## config.mk

```make
export PLATFORM = sky130hd
export DESIGN_NAME = serial_display_sequencer
export DESIGN_NICKNAME = d
export VERILOG_FILES = /design/src/rtl/serial_display_sequencer.sv
export SDC_FILE = /design/constraint.sdc
export NUM_CORES = 1
export LEC_CHECK = 0
export ABC_AREA = 1
export CAP_MARGIN = 20
export CELL_PAD_IN_SITES_DETAIL_PLACEMENT = 1
export CELL_PAD_IN_SITES_GLOBAL_PLACEMENT = 1
export CORE_MARGIN = 2
export CORE_UTILIZATION = 45
export DETAILED_ROUTE_END_ITERATION = 10
export HOLD_SLACK_MARGIN = 0.02
export PLACE_DENSITY = 0.95
export SYNTH_ARGS = -nofsm -noshare
export SYNTH_HDL_FRONTEND = slang
export SYNTH_SLANG_ARGS = --single-unit
```

## constraint.sdc

```tcl
create_clock -name i_clk -period 4.7 [get_ports i_clk]
set_input_delay 0.94 -clock i_clk [delete_from_list [all_inputs] [get_ports i_clk]]
set_output_delay 0.94 -clock i_clk [all_outputs]
set_load 0.03 [all_outputs]
```

## src/rtl/serial_display_sequencer.sv

```systemverilog
// serial_display_sequencer
//
// Builds a 32-bit seven-segment frame (HH:MM, hours-tens blanked when zero,
// colon on the hours-ones decimal point) and shifts it MSB first into an
// external shift register, then strobes the storage latch.
//
// Parameters
//   CLK_DIV         i_clk cycles per half-period of o_serial_clk (>= 1)
//
// Ports
//   i_clk           system clock, rising edge only
//   i_reset_n       asynchronous active-low reset
//   i_en            block enable; low returns the sequencer to IDLE
//   i_start         frame request, honoured in IDLE only
//   i_hours_bcd     hours   {tens, ones} BCD
//   i_minutes_bcd   minutes {tens, ones} BCD
//   i_colon         colon indicator (hours-ones decimal point)
//   o_busy          frame in progress (LOAD/SHIFT/LATCH)
//   o_done          one-cycle pulse when a frame completes
//   o_serial_data   shift register data line
//   o_serial_clk    shift clock, data sampled externally on its rising edge
//   o_serial_latch  storage latch strobe, active high
module serial_display_sequencer #(
   parameter int CLK_DIV = 2
) (
   input  logic       i_clk,
   input  logic       i_reset_n,
   input  logic       i_en,
   input  logic       i_start,
   input  logic [7:0] i_hours_bcd,
   input  logic [7:0] i_minutes_bcd,
   input  logic       i_colon,
   output logic       o_busy,
   output logic       o_done,
   output logic       o_serial_data,
   output logic       o_serial_clk,
   output logic       o_serial_latch
);

   // Divider counts CLK_DIV-1 down to 0 within each timed state.
   localparam int DIV_W = (CLK_DIV > 1) ? $clog2(CLK_DIV) : 1;
   localparam logic [DIV_W-1:0] DIV_RELOAD = DIV_W'(CLK_DIV - 1);
   localparam logic [DIV_W-1:0] DIV_ZERO   = {DIV_W{1'b0}};
   localparam logic [DIV_W-1:0] DIV_ONE    = DIV_W'(1);

   typedef enum logic [2:0] {
      IDLE     = 3'd0,
      LOAD     = 3'd1,
      SHIFT_LO = 3'd2,
      SHIFT_HI = 3'd3,
      LATCH    = 3'd4,
      DONE     = 3'd5
   } state_t;

   state_t            state_r;
   state_t            state_s;
   logic [DIV_W-1:0]  div_r;
   logic [DIV_W-1:0]  div_s;
   logic [4:0]        bit_r;
   logic [4:0]        bit_s;
   logic [31:0]       frame_r;
   logic [31:0]       frame_s;

   logic              busy_r, busy_s;
   logic              done_r, done_s;
   logic              data_r, data_s;
   logic              sclk_r, sclk_s;
   logic              latch_r, latch_s;

   // Seven-segment encoding {dp,g,f,e,d,c,b,a}; non-decimal codes show a dash.
   function automatic logic [7:0] seg_encode(
      input logic [3:0] digit,
      input logic       dp,
      input logic       blank_zero
   );
      logic [6:0] segs;
      case (digit)
         4'd0:    segs = 7'h3F;
         4'd1:    segs = 7'h06;
         4'd2:    segs = 7'h5B;
         4'd3:    segs = 7'h4F;
         4'd4:    segs = 7'h66;
         4'd5:    segs = 7'h6D;
         4'd6:    segs = 7'h7D;
         4'd7:    segs = 7'h07;
         4'd8:    segs = 7'h7F;
         4'd9:    segs = 7'h6F;
         default: segs = 7'h40;
      endcase
      if (blank_zero && (digit == 4'd0)) begin
         return 8'h00;
      end else begin
         return {dp, segs};
      end
   endfunction

   // Next-state, counter and next-output logic; outputs are registered from
   // the next state so they line up exactly with the state they describe.
   always_comb begin
      state_s = state_r;
      bit_s   = bit_r;
      frame_s = frame_r;
      div_s   = div_r;

      if (!i_en) begin
         state_s = IDLE;
      end else begin
         case (state_r)
            IDLE: begin
               if (i_start) begin
                  state_s = LOAD;
                  frame_s = {seg_encode(i_hours_bcd[7:4],   1'b0,    1'b1),
                             seg_encode(i_hours_bcd[3:0],   i_colon, 1'b0),
                             seg_encode(i_minutes_bcd[7:4], 1'b0,    1'b0),
                             seg_encode(i_minutes_bcd[3:0], 1'b0,    1'b0)};
               end else begin
                  state_s = IDLE;
               end
            end
            LOAD: begin
               state_s = SHIFT_LO;
               bit_s   = 5'd31;
            end
            SHIFT_LO: begin
               if (div_r == DIV_ZERO) begin
                  state_s = SHIFT_HI;
               end else begin
                  state_s = SHIFT_LO;
               end
            end
            SHIFT_HI: begin
               if (div_r != DIV_ZERO) begin
                  state_s = SHIFT_HI;
               end else if (bit_r == 5'd0) begin
                  state_s = LATCH;
               end else begin
                  // Next bit appears on entry to SHIFT_LO.
                  state_s = SHIFT_LO;
                  bit_s   = bit_r - 5'd1;
                  frame_s = {frame_r[30:0], 1'b0};
               end
            end
            LATCH: begin
               if (div_r == DIV_ZERO) begin
                  state_s = DONE;
               end else begin
                  state_s = LATCH;
               end
            end
            DONE: begin
               state_s = IDLE;
            end
            default: begin
               state_s = IDLE;
            end
         endcase
      end

      // Divider reloads on every state change, otherwise counts down.
      if (state_s != state_r) begin
         div_s = DIV_RELOAD;
      end else if (div_r != DIV_ZERO) begin
         div_s = div_r - DIV_ONE;
      end else begin
         div_s = div_r;
      end

      busy_s  = (state_s == LOAD) || (state_s == SHIFT_LO) ||
                (state_s == SHIFT_HI) || (state_s == LATCH);
      done_s  = (state_s == DONE);
      sclk_s  = (state_s == SHIFT_HI);
      latch_s = (state_s == LATCH);
      if ((state_s == LOAD) || (state_s == SHIFT_LO) || (state_s == SHIFT_HI)) begin
         data_s = frame_s[31];
      end else begin
         data_s = 1'b0;
      end
   end

   // State, counters, frame and registered outputs.
   always_ff @(posedge i_clk or negedge i_reset_n) begin
      if (!i_reset_n) begin
         state_r <= IDLE;
         div_r   <= DIV_ZERO;
         bit_r   <= 5'd0;
         frame_r <= 32'h0000_0000;
         busy_r  <= 1'b0;
         done_r  <= 1'b0;
         data_r  <= 1'b0;
         sclk_r  <= 1'b0;
         latch_r <= 1'b0;
      end else begin
         state_r <= state_s;
         div_r   <= div_s;
         bit_r   <= bit_s;
         frame_r <= frame_s;
         busy_r  <= busy_s;
         done_r  <= done_s;
         data_r  <= data_s;
         sclk_r  <= sclk_s;
         latch_r <= latch_s;
      end
   end

   assign o_busy         = busy_r;
   assign o_done         = done_r;
   assign o_serial_data  = data_r;
   assign o_serial_clk   = sclk_r;
   assign o_serial_latch = latch_r;

endmodule

```

Yosys cells after proc, flatten, opt, wreduce, memory -nomap -nowiden
Memories as Yosys holds them, arrays and structs flattened.
Cells that the tools add are included.
W data, S select, Z words.
{"block": "word_totals", "reg_bits": 46, "latch_bits": 0, "ram_bits": 0, "rom_bits": 448, "input_bits": 21, "out_inout_bits": 5, "mem_count": 4}
{"block": "op_classes", "addsub": 2, "n_mul": 0, "n_div": 0, "magnitude_cmp": 0, "n_eq_ne": 13, "shift": 0, "muxes": 19, "n_bitwise": 0, "reduce_logical": 10}
{"memory": "(name not given)", "words": 16, "word_bits": 7, "read_ports": 1, "rd_ports_with_merged_regs": 0, "wr": 0, "line_no": "77", "rtl": "case (digit)"}
{"memory": "(name not given)", "words": 16, "word_bits": 7, "read_ports": 1, "rd_ports_with_merged_regs": 0, "wr": 0, "line_no": "77"}
{"memory": "(name not given)", "words": 16, "word_bits": 7, "read_ports": 1, "rd_ports_with_merged_regs": 0, "wr": 0, "line_no": "77"}
{"memory": "(name not given)", "words": 16, "word_bits": 7, "read_ports": 1, "rd_ports_with_merged_regs": 0, "wr": 0, "line_no": "77"}
{"cell": "$mux W32", "count": 4}
{"cell": "$pmux W32 S2", "count": 1}
{"cell": "$pmux W3 S5", "count": 1}
{"cell": "$eq A3 B2 Y1 const B", "count": 4}
{"cell": "$mux W5", "count": 2}
{"cell": "$pmux W5 S2", "count": 1}
{"cell": "$eq A3 B3 Y1 const B", "count": 3}
{"cell": "$mux W3", "count": 3}
{"cell": "$mux W7", "count": 1}
{"cell": "$eq A3 B1 Y1 const B", "count": 2}
{"cell": "$mux W1", "count": 6}
{"cell": "$ne A2 B2 Y1 const B", "count": 3}
{"cell": "$logic_not A5 Y1", "count": 1}
{"cell": "$reduce_and A5 Y1", "count": 1}
{"cell": "$sub A5 B1 Y5 const B", "count": 1}
{"cell": "$logic_not A4 Y1", "count": 1}
{"cell": "$reduce_and A4 Y1", "count": 1}
{"cell": "$reduce_bool A2 Y1", "count": 2}
{"cell": "$logic_not A3 Y1", "count": 1}
{"cell": "$logic_or A1 B1 Y1", "count": 3}
{"cell": "$ne A3 B3 Y1", "count": 1}
{"cell": "$sub A1 B1 Y1 const B", "count": 1}

Depth between registers and ports, before layout
{"block": "depth", "depth_word": 9, "mapped_depth": 11}

Worst setup path after synthesis
OpenSTA, ideal clock, no wires.
{"block": "synth_path", "kind": "input-to-reg", "startpoint": "input port i_minutes_bcd[5]", "endpoint": "register frame_r[8]", "arrival_time_ns": 1.767, "slack_ns": 2.850, "cell_stages": 8, "path_cell_list": "inv_1 > ha_1 > or2_2 > o211ai_1 > nand2_1 > o21ai_0 > nand2_1 > o21ai_0"}
{"block": "synth_via", "elab_chain_cells": 3}
{"element": "start: declaration", "line_no": "31", "rtl": "input logic [7:0] i_minutes_bcd,"}
{"element": "$mem_v2 Z16 W7"}
{"element": "$mux W32", "line_no": "110", "rtl": "if (i_start) begin"}
{"element": "$pmux W32 S2", "line_no": "108", "rtl": "case (state_r)"}
{"element": "end signal: assignment", "line_no": "196", "rtl": "frame_r <= frame_s;"}
{"element": "end: declaration", "line_no": "61", "rtl": "logic [31:0] frame_r;"}
Every way passes these cells. The select of a mux whose other input is x is not followed.
A chain may end at the register's enable or synchronous reset.

Worst setup path after layout
{"block": "layout_path", "startpoint": "input port i_en", "endpoint": "register frame_r[28]"}
{"block": "layout_via", "elab_chain_cells": 1}
{"element": "start: declaration", "line_no": "28", "rtl": "input logic i_en,"}
{"element": "$reduce_and A5 Y1 (no line)"}
Every way passes these cells.

==> flow_summary.ini <==
[route]
vias = 2637
drtAntennaViolNets = 0
wirelength_mm = 7.436
post-route-drc-count = 0
dr.pass1.iters = 5
drt_iter0_markers = 123
viasPerCell = 5.263
avgRoutedWirePerCell_um = 14.84

[pwr]
p_per_area_mw_per_mm2 = 323.0
ir_drop_uv = 177.0
total_power_mw = 1.056
p_leak_nw = 1.644

[clock_network]
cts_hold_buf = 0
cts_resized = 0
post_cts_buffers = 0
clk_latency_ns = 0.31
cts_tree = built
cts_root_buf = clkbuf_8
cts_inserted_buffers = 5
clockBufferDepth = 2
path_clk_slew_ns = 0.09
h-tree-depth = 2
cts.sink_count = 46

[yosys]
synthSimpleGateAreaFrac_pct = 26.27
avgSynthCellArea_um2 = 7.169
synth_fp_nets = 441
yosysUniqueCellTypes = 23
synth_compound_area_share_pct = 13.83
synth_top_family_by_area = simple AND/OR/NAND/NOR gates
synthMuxAreaShare_pct = 0
synth_seq_cells = 46
ys_warn_count = 0
synth_cells = 400
synth_fa_ha_area_share_pct = 8.726
syn_area_mm2 = 0.002868
ys_seq_area_share_pct = 40.14
synth_xor_area_share_pct = 0.6108

[timing]
period_minus_slack_ns = 2.731
fmax_ghz = 0.3661
tightest_slew_ns = 0.9077
rsz0062_at_grt = no
fin_worst_skew_ns = 0.009291
period_share_pct = 58.12
hold_viol = 0
relSlewSlack_pct = 39.31
fin_setup_tns_ns = 0
slew_viol_final = 0
finalSetupViolations = 0

[final_layout]
drive_gt1_share_pct = 5.425
fillers = 825
num_antenna_cells = 0
area_growth_pct = 14.01
final_area_mm2 = 0.003269
final_util_pct = 52.39
fin_nets = 464

[hold_path]
hold_path.class = primary input to asynchronous set/reset pin

[worst_setup_path]
start_kind = primary input
cp_max_fo = 47
cpMostUsedCell = nand2_1
worstReg2RegEnd = o_serial_data
endpoint_kind = flop
crit_chain = clkdlybuf4s50_1 > nand3_1 > nor2_2 > buf_4 > inv_1 > nand2_1 > nand2_1
reg2reg_depth = 11
critPathMaxStageDelay_ns = 0.62
crit_type = primary input to flop
required_ns = 4.89
regToRegSetupSlack_ns = 2.12
r2r-start = bit_r[1]
cp_slowest_cell = clkdlybuf4s50_1
cp.arrival_ns = 2.92

[grt]
grt.total_usage_pct = 22.47
antenna_found_initial = 0
grt_pass1_vias = 2829
grt_pass1_wl_mm = 12.94
grt_max_degree = 48
globalRoute.totalOverflow = 0

[floorplan]
start_util_pct = 45.95
rows = 29
io_pins = 26
core_area_mm2 = 0.006241
fp.dieW_um = 83.83
die_area_mm2 = 0.007027
die_y_um = 83.83

[place]
dpl_cell_area_mm2 = 0.003158
io_buffers = 25
gp_congestion = 0.7868
place_hpwl_mm = 5.341

[run_status]
status = completed

[job]
cap_viol_max_count = 0
-- through the flow --
stage	setup slack (ns)	hold WS, ns	std cells
3_3_place_gp	1.807	0.4624	492
6_report	1.969	0.4753	501
4_1_cts	1.962	0.5030	500
3_5_place_dp	1.662	0.4724	492
2_1_floorplan	2.850	0.4422	400
5_1_grt	1.774	0.4892	501
-- cells in the mapped netlist --
cell      instances  share of area, %
nand4_1           1              0.22
o21ai_1           4              0.70
a31oi_1           1              0.22
buf_2             2              0.35
nand3_2           1              0.35
nand3_1          27               4.7
xor2_1            2              0.61
a21oi_1           7               1.2
dfrtp_1          46                40
ha_1             20               8.7
inv_2             1              0.13
buf_4             4               1.0
nor2_1           26               3.4
and3_1            1              0.22
o22ai_1           1              0.22
nor2_2            3              0.65
o21ai_0          55               9.6
inv_1            63               8.2
nand2_1         116                15
a31o_2            1              0.31
clkbuf_1          5              0.65
o211ai_1          6               1.6
or2_2             7               1.5
-- worst max-delay path, delay by kind of cell --
family | cells | cell delay [ns]
buf+inv | 3 | 1.29
simple gates | 4 | 0.68
-- metal layers --
layer / vias to the layer above / routed length [µm] / global-route usage, % / part of all wire [%]
li1: 1297 / - / - / -
met1: 1282 / 3298 / 28.23 / 44
met2: 43 / 3843 / 40.15 / 52
met3: 15 / 161 / 3.165 / 2.2
met4: 0 / 131 / 6.452 / 1.8
met5: - / 0 / 0 / 0
-- how the worst max path moves through the flow --
stage          slack, ns  depth (start not counted)          end              from
3_3_place_gp        1.81                          7   frame_r[6]              i_en
3_5_place_dp        1.66                          7  frame_r[22]              i_en
6_report            1.97                          7  frame_r[28]              i_en
5_1_grt             1.77                          7  frame_r[22]              i_en
2_1_floorplan       2.85                          8   frame_r[8]  i_minutes_bcd[5]
4_1_cts             1.96                          7  frame_r[28]              i_en
-- cells by family (layout without fill, tap and decap cells) --
| kind of cell | count (synthesis) | count (layout) |
|---|---|---|
| AOI/OAI and AO/OA | 75 | 75 |
| and+or+nand+nor | 182 | 182 |
| DFF | 46 | 46 |
| adders and majority gates | 20 | 20 |
| buffers and inverters | 75 | 99 |
| xor gates and xnor gates | 2 | 2 |
-- cells in the final DEF, fill, tap and decap left out, drive strengths merged, types with 3 or more instances in the layout --
cell             n
o21ai           59
inv             64
clkdlybuf4s50   24
ha              20
nand2          116
nor2            29
dfrtp           46
clkbuf           7
or2              7
buf              3
o211ai           6
a21oi            7
nand3           28
-- state kept, by name, indices dropped and copies added (netlist names) --
register,flops
state_r,3
bit_r,5
o_serial_data,1
o_busy,1
frame_r,32
o_serial_clk,1
o_serial_latch,1
div_r,1
o_done,1
-- power by group --
part | internal, mW | leakage (nW) | switching (mW)
registers | 0.472 | 0.605 | 0.0366
logic | 0.0989 | 0.990 | 0.191
clock network | 0.119 | 0.0482 | 0.139
total | 0.690 | 1.64 | 0.366
-- cell type report --
type / instances / area, µm² / share of cell area (%)
Clock buffer: 7 / 86.33 / 2.641
Multi-Input combinational cell: 279 / 1418 / 43.36
Tap cell: 77 / 96.34 / 2.947
Timing Repair Buffer: 27 / 272.8 / 8.343
Clock inverter: 1 / 5.005 / 0.1531
Sequential cell: 46 / 1151 / 35.21
Inverter: 64 / 240.2 / 7.348
Note: power is estimated with default switching activity, not from simulation.
